`src/rtl/alu_pkg.sv`:
```
// Shared definitions for the ALU issue controller: op codes, instruction
// field layout and the issue FSM state encoding.
package alu_pkg;

  localparam int SIZE_DEF  = 32;
  localparam int NREGS_DEF = 8;
  localparam int RADDR_W   = 3;

  // Op codes double as the ALU select value.
  localparam logic [2:0] OP_NOT = 3'd0;
  localparam logic [2:0] OP_MOV = 3'd1;
  localparam logic [2:0] OP_OR  = 3'd2;
  localparam logic [2:0] OP_AND = 3'd3;
  localparam logic [2:0] OP_SUB = 3'd4;
  localparam logic [2:0] OP_ADD = 3'd5;
  localparam logic [2:0] OP_SLT = 3'd6;
  localparam logic [2:0] OP_ILL = 3'd7;

  // Instruction field offsets (each field is 3 bits wide).
  localparam int OP_LSB = 9;
  localparam int RD_LSB = 6;
  localparam int RA_LSB = 3;
  localparam int RB_LSB = 0;

  typedef struct packed {
    logic [2:0] op;
    logic [2:0] rd;
    logic [2:0] ra;
    logic [2:0] rb;
  } instr_t;

  typedef enum logic [1:0] {
    ST_IDLE  = 2'd0,
    ST_READ  = 2'd1,
    ST_EXEC  = 2'd2,
    ST_WRITE = 2'd3
  } state_t;

  // Split a raw 12-bit instruction word into its fields.
  function automatic instr_t decode_instr(input logic [11:0] raw);
    instr_t f;
    f.op = raw[OP_LSB +: 3];
    f.rd = raw[RD_LSB +: 3];
    f.ra = raw[RA_LSB +: 3];
    f.rb = raw[RB_LSB +: 3];
    return f;
  endfunction

endpackage

```
`src/rtl/alu_regfile.sv`:
```
// NREGS x SIZE register file: one write port, two operand read ports that
// the issue FSM samples in READ, and a combinational debug read port.
module alu_regfile
  import alu_pkg::*;
#(
  parameter int SIZE  = SIZE_DEF,
  parameter int NREGS = NREGS_DEF
) (
  input  logic                 clk,
  input  logic                 rst_n,
  input  logic                 i_we,
  input  logic [RADDR_W-1:0]   i_waddr,
  input  logic [SIZE-1:0]      i_wdata,
  input  logic [RADDR_W-1:0]   i_ra_addr,
  output logic [SIZE-1:0]      o_ra_data,
  input  logic [RADDR_W-1:0]   i_rb_addr,
  output logic [SIZE-1:0]      o_rb_data,
  input  logic [RADDR_W-1:0]   i_dbg_addr,
  output logic [SIZE-1:0]      o_dbg_data
);

  logic [SIZE-1:0] r_mem [NREGS];

  // Storage: cleared asynchronously, single write port otherwise.
  always_ff @(posedge clk or negedge rst_n) begin
    if (!rst_n) begin
      for (int i = 0; i < NREGS; i++) begin
        r_mem[i] <= {SIZE{1'b0}};
      end
    end else if (i_we) begin
      r_mem[i_waddr] <= i_wdata;
    end
  end

  assign o_ra_data  = r_mem[i_ra_addr];
  assign o_rb_data  = r_mem[i_rb_addr];
  assign o_dbg_data = r_mem[i_dbg_addr];

endmodule

```
`src/rtl/alu_issue_ctrl.sv`:
```
// Issue controller for a combinational ALU: accepts instructions over
// valid/ready, fetches operands, drives the ALU, writes results back and
// pulses done (or err for the illegal opcode). One instruction per 4 cycles.
module alu_issue_ctrl
  import alu_pkg::*;
#(
  parameter int SIZE  = SIZE_DEF,
  parameter int NREGS = NREGS_DEF
) (
  input  logic               clk,
  input  logic               rst_n,
  input  logic               instr_valid,
  output logic               instr_ready,
  input  logic [11:0]        instr,
  input  logic               load_en,
  input  logic [2:0]         load_addr,
  input  logic [SIZE-1:0]    load_data,
  input  logic [2:0]         dbg_addr,
  output logic [SIZE-1:0]    dbg_data,
  output logic [SIZE-1:0]    alu_a,
  output logic [SIZE-1:0]    alu_b,
  output logic [2:0]         alu_select,
  input  logic [SIZE-1:0]    alu_result,
  input  logic               alu_c_out,
  output logic               c_flag,
  output logic               done,
  output logic               err
);

  state_t          r_state;
  state_t          w_next_state;
  instr_t          r_instr;
  instr_t          w_dec;
  logic [SIZE-1:0] r_alu_a;
  logic [SIZE-1:0] r_alu_b;
  logic [2:0]      r_alu_sel;
  logic            r_c_flag;
  logic            r_done;
  logic            r_err;

  logic            w_idle;
  logic            w_load;
  logic            w_accept;
  logic            w_we;
  logic [2:0]      w_waddr;
  logic [SIZE-1:0] w_wdata;
  logic [SIZE-1:0] w_ra_data;
  logic [SIZE-1:0] w_rb_data;

  assign w_idle   = (r_state == ST_IDLE);
  // Preload wins over accept, and only counts while idle.
  assign w_load   = w_idle & load_en;
  assign w_accept = w_idle & ~load_en & instr_valid;
  assign w_dec    = decode_instr(instr);

  // Ready is held low during reset so nothing is accepted while clearing.
  assign instr_ready = rst_n & w_idle & ~load_en;

  // Next-state sequencing of the fixed four-phase issue loop.
  always_comb begin
    w_next_state = r_state;
    case (r_state)
      ST_IDLE:  begin
        if (w_accept) begin
          w_next_state = ST_READ;
        end else begin
          w_next_state = ST_IDLE;
        end
      end
      ST_READ:  w_next_state = ST_EXEC;
      ST_EXEC:  w_next_state = ST_WRITE;
      ST_WRITE: w_next_state = ST_IDLE;
      default:  w_next_state = ST_IDLE;
    endcase
  end

  // Regfile write port: preload in IDLE, writeback in WRITE for legal ops.
  always_comb begin
    w_we    = 1'b0;
    w_waddr = load_addr;
    w_wdata = load_data;
    if (w_load) begin
      w_we = 1'b1;
    end else if ((r_state == ST_WRITE) && (r_instr.op != OP_ILL)) begin
      w_we    = 1'b1;
      w_waddr = r_instr.rd;
      w_wdata = alu_result;
    end else begin
      w_we = 1'b0;
    end
  end

  alu_regfile #(
    .SIZE  (SIZE),
    .NREGS (NREGS)
  ) u_regfile (
    .clk        (clk),
    .rst_n      (rst_n),
    .i_we       (w_we),
    .i_waddr    (w_waddr),
    .i_wdata    (w_wdata),
    .i_ra_addr  (r_instr.ra),
    .o_ra_data  (w_ra_data),
    .i_rb_addr  (r_instr.rb),
    .o_rb_data  (w_rb_data),
    .i_dbg_addr (dbg_addr),
    .o_dbg_data (dbg_data)
  );

  // FSM state register; reset mid-instruction simply drops back to IDLE.
  always_ff @(posedge clk or negedge rst_n) begin
    if (!rst_n) begin
      r_state <= ST_IDLE;
    end else begin
      r_state <= w_next_state;
    end
  end

  // Latch the instruction fields on accept.
  always_ff @(posedge clk or negedge rst_n) begin
    if (!rst_n) begin
      r_instr <= '{op: 3'd0, rd: 3'd0, ra: 3'd0, rb: 3'd0};
    end else if (w_accept) begin
      r_instr <= w_dec;
    end
  end

  // ALU drive registers change only in READ so the ALU never sees glitches.
  always_ff @(posedge clk or negedge rst_n) begin
    if (!rst_n) begin
      r_alu_a   <= {SIZE{1'b0}};
      r_alu_b   <= {SIZE{1'b0}};
      r_alu_sel <= 3'd0;
    end else if (r_state == ST_READ) begin
      r_alu_a   <= w_ra_data;
      r_alu_b   <= w_rb_data;
      r_alu_sel <= r_instr.op;
    end
  end

  // Retire: done/err pulses and the sticky carry taken from ADD only.
  always_ff @(posedge clk or negedge rst_n) begin
    if (!rst_n) begin
      r_c_flag <= 1'b0;
      r_done   <= 1'b0;
      r_err    <= 1'b0;
    end else begin
      r_done <= 1'b0;
      r_err  <= 1'b0;
      if (r_state == ST_WRITE) begin
        if (r_instr.op == OP_ILL) begin
          r_err <= 1'b1;
        end else begin
          r_done <= 1'b1;
          if (r_instr.op == OP_ADD) begin
            r_c_flag <= alu_c_out;
          end
        end
      end
    end
  end

  assign alu_a      = r_alu_a;
  assign alu_b      = r_alu_b;
  assign alu_select = r_alu_sel;
  assign c_flag     = r_c_flag;
  assign done       = r_done;
  assign err        = r_err;

endmodule

```
`config.mk`:
```
export PLATFORM = sky130hd
export DESIGN_NAME = alu_issue_ctrl
export DESIGN_NICKNAME = d
export VERILOG_FILES = /design/src/rtl/alu_pkg.sv /design/src/rtl/alu_regfile.sv /design/src/rtl/alu_issue_ctrl.sv
export SDC_FILE = /design/constraint.sdc
export NUM_CORES = 1
export LEC_CHECK = 0
export BUFFER_PORTS_ARGS = -buffer_cell sky130_fd_sc_hd__buf_2
export CAP_MARGIN = 20
export CORE_MARGIN = 2
export CORE_UTILIZATION = 60
export CTS_CLUSTER_SIZE = 40
export DETAILED_ROUTE_END_ITERATION = 7
export PLACE_DENSITY = 0.89
export SLEW_MARGIN = 0
export SYNTH_ARGS = -nofsm -noshare
export SYNTH_HDL_FRONTEND = slang
export SYNTH_SLANG_ARGS = --single-unit
export TNS_END_PERCENT = 10
```
`constraint.sdc`:
```
create_clock -name clk -period 2.28 [get_ports clk]
set_input_delay 0.228 -clock clk [delete_from_list [all_inputs] [get_ports clk]]
set_output_delay 0.228 -clock clk [all_outputs]
set_load 0.01 [all_outputs]
```
==> run metrics <==
status finished, final reports clean; CTS Buf Count 36; Area growth syn-to-layout 17.8%; Worst-path clk slew 60 ps; syn_nets 1284; PD cells 1580 nW/um^2; Setup CP Type flip-flop to output port; fin nets 1487; clock latency on the worst-skew pair 530 ps; Worst-Margin Slew 602 ps; final WL 50.0 mm; Int Power 0.0218 W; post-synthesis sequential area ratio 46.0%; fmax 0.456 GHz; clock network power share 17.0%; # fillers 1852; die height 180 um; Root Buffer clkbuf_16; GPL Wtd Cong 0.811; initial antenna violation count 0; Period minus WS final 2190 ps; DRC viols 0; switching portion of total power 36.6%; synthesized area 18500 um^2; EDFF count, synth 0; ys flop type dfrtp_1; Final WS setup 85.5 ps; grt ovf 0; IO Pins 190; CTS tree built; final setup skew 21.8 ps; core footprint 30500 um^2; largest net degree at the start of global routing 112; PnR Total Power 0.0344 W; Yosys reg bits 340; Die Footprint 32300 um^2; Cell Count, Final, Fillers Out 1818; placed cells 1739; Routed WL per cell 27.5 um; number of vias per cell 6.85; Core Util, Final 71.5%; syn_area_per_cell 15.5 um^2; Post-DRT Antenna Nets 0; 1st-pass router iterations 4; initial core utilization 60.7%; Leak 9.24 nW; width of the chip 180 um; CTS H-Tree Depth 2; NetSw 0.0126 W; max-slew violations 0; worst path required time 2050 ps; IO buf count 189; share of post-route cells with drive strength above 1 58.9%; synth unique cells 28; vias post-DR 12500; Min-Delay Path Class primary input to flip-flop; Yosys warning total 0; final hold violations 0; Clock Sinks 340; Worst setup EP type output port; sequential share of power 36.6%; Max clock buf depth 3; Peak VDD IR 811 uV; initial DRC count 1219; post-DP HPWL 30.7 mm; Rows 64; first-pass GRT wire length 77.4 mm; pre-CTS setup slack -66.7 ps; Worst Setup Start Kind flip-flop; WP data arrival 1970 ps; Synth Instances 1193; Antenna diodes 0; Total GRT Usage 30.9%; worst hold slack 84.1 ps; max-cap violation count 0; Setup-failing EPs final 0; Comb pwr share 46.4%; RSZ-0062 raised after global routing no; ys async rst share 100%; max_slew headroom 59.9%; CP max FO 4; vias in the first global route 13400; ratio of final minimum period to clock period 96.2%
==> synthesized netlist by cell type, drive strengths merged (2+ instances only) <==
library cell | instances | area share [%]
mux2i | 64 | 3.5
mux4 | 192 | 23
clkbuf | 36 | 0.73
buf | 61 | 1.6
ha | 4 | 0.27
nand2 | 3 | 0.061
inv | 4 | 0.081
nand3 | 3 | 0.11
nor2 | 65 | 1.3
nand2b | 4 | 0.14
nand3b | 2 | 0.081
a21oi | 64 | 1.7
mux2 | 336 | 20
o32a | 3 | 0.16
o22ai | 3 | 0.10
or3 | 2 | 0.068
dfrtp | 340 | 46
==> power by group through the flow <==
| stage | Sequential, W | Clock [W] | Combinational [W] |
|---|---|---|---|
| floorplan | 0.0112 | 0 | 0.0115 |
| global placement | 0.0120 | 0 | 0.0151 |
| detailed placement | 0.0123 | 0 | 0.0156 |
| CTS | 0.0124 | 0.00587 | 0.0159 |
| global route | 0.0129 | 0.00612 | 0.0169 |
| finish | 0.0126 | 0.00583 | 0.0160 |
==> layout by cell type (no fill, tap or decap), types with 6 or more instances in the layout <==
cell type,count
nor2_1,65
clkbuf_1,13
buf_12,32
buf_4,28
clkbuf_8,6
mux2_2,330
mux2_1,6
mux2i_1,64
a21oi_1,64
mux4_2,192
clkbuf_16,38
dlygate4sd3_1,15
buf_2,186
dfrtp_1,334
==> critical path, stage by stage, from the launching register on <==
cell	delay, ps
dfrtp_1	450
mux4_2	520
mux2_2	320
buf_2	150
==> sequential cells by signal, summed over array words and instances (netlist names) <==
register / flops
alu_a: 32
alu_b: 32
alu_select: 3
c_flag: 1
done: 1
err: 1
r_instr: 12
r_state: 2
u_regfile.r_mem: 256
==> per-layer routing <==
metal	global-route usage, %	part of all wire, %	wire [um]	vias up
met5	0	0	0	-
met4	13.6	4.6	2300	0
met3	5.49	7.1	3560	161
met2	51.4	50	25100	689
met1	40.3	38	19000	6545
li1	-	-	-	5066
==> timing repair <==
action,4_1_cts,5_1_grt
hold buffers,15,0
endpoints found under the setup margin,189,252
buffers inserted,0,0
gates resized for setup,3,6
hold endpoints to repair,60,0
pin swaps,0,1
==> area by class of cell <==
cell class | count | area [um^2] | area share [%]
Clock buffer | 57 | 1080 | 4.96
Clock inverter | 7 | 81.3 | 0.373
Inverter | 4 | 15.0 | 0.0689
Multi-Input combinational cell | 752 | 9660 | 44.3
Sequential cell | 340 | 8530 | 39.1
Tap cell | 396 | 495 | 2.27
Timing Repair Buffer | 262 | 1950 | 8.93
==> final timing paths <==
| check | slack, ps | to | from | depth (start not counted) |
|---|---|---|---|---|
| worst max-delay path | 90 | dbg_data[22] | u_regfile.r_mem[22] | 3 |
| worst min-delay path | 80 | r_state[0] | load_en | 3 |
| worst max register to register | 90 | u_regfile.r_mem[212] | r_state[1] | 7 |
| worst min register to register | 500 | alu_select[0] | alu_select[0] | 1 |
| max in group asynchronous | 1220 | alu_b[15] | rst_n | 3 |
| min in group asynchronous | 160 | alu_a[0] | rst_n | 2 |
==> metrics by stage <==
stage               area (um^2)  setup TNS (ps)
finish                    21800               0
detailed placement        20400            -381
floorplan                 18500               0
global placement          20400               0
CTS                       21800               0
global route              21800               0
==> cell families after synthesis <==
group | after synthesis | share of synthesized area (%)
compound gates | 73 | 2.18
fa+ha+maj | 4 | 0.270
buf+inv | 101 | 2.41
flops | 340 | 46.0
mux | 592 | 47.3
simple gates | 83 | 1.93
Note: power is estimated with default switching activity, not from simulation.
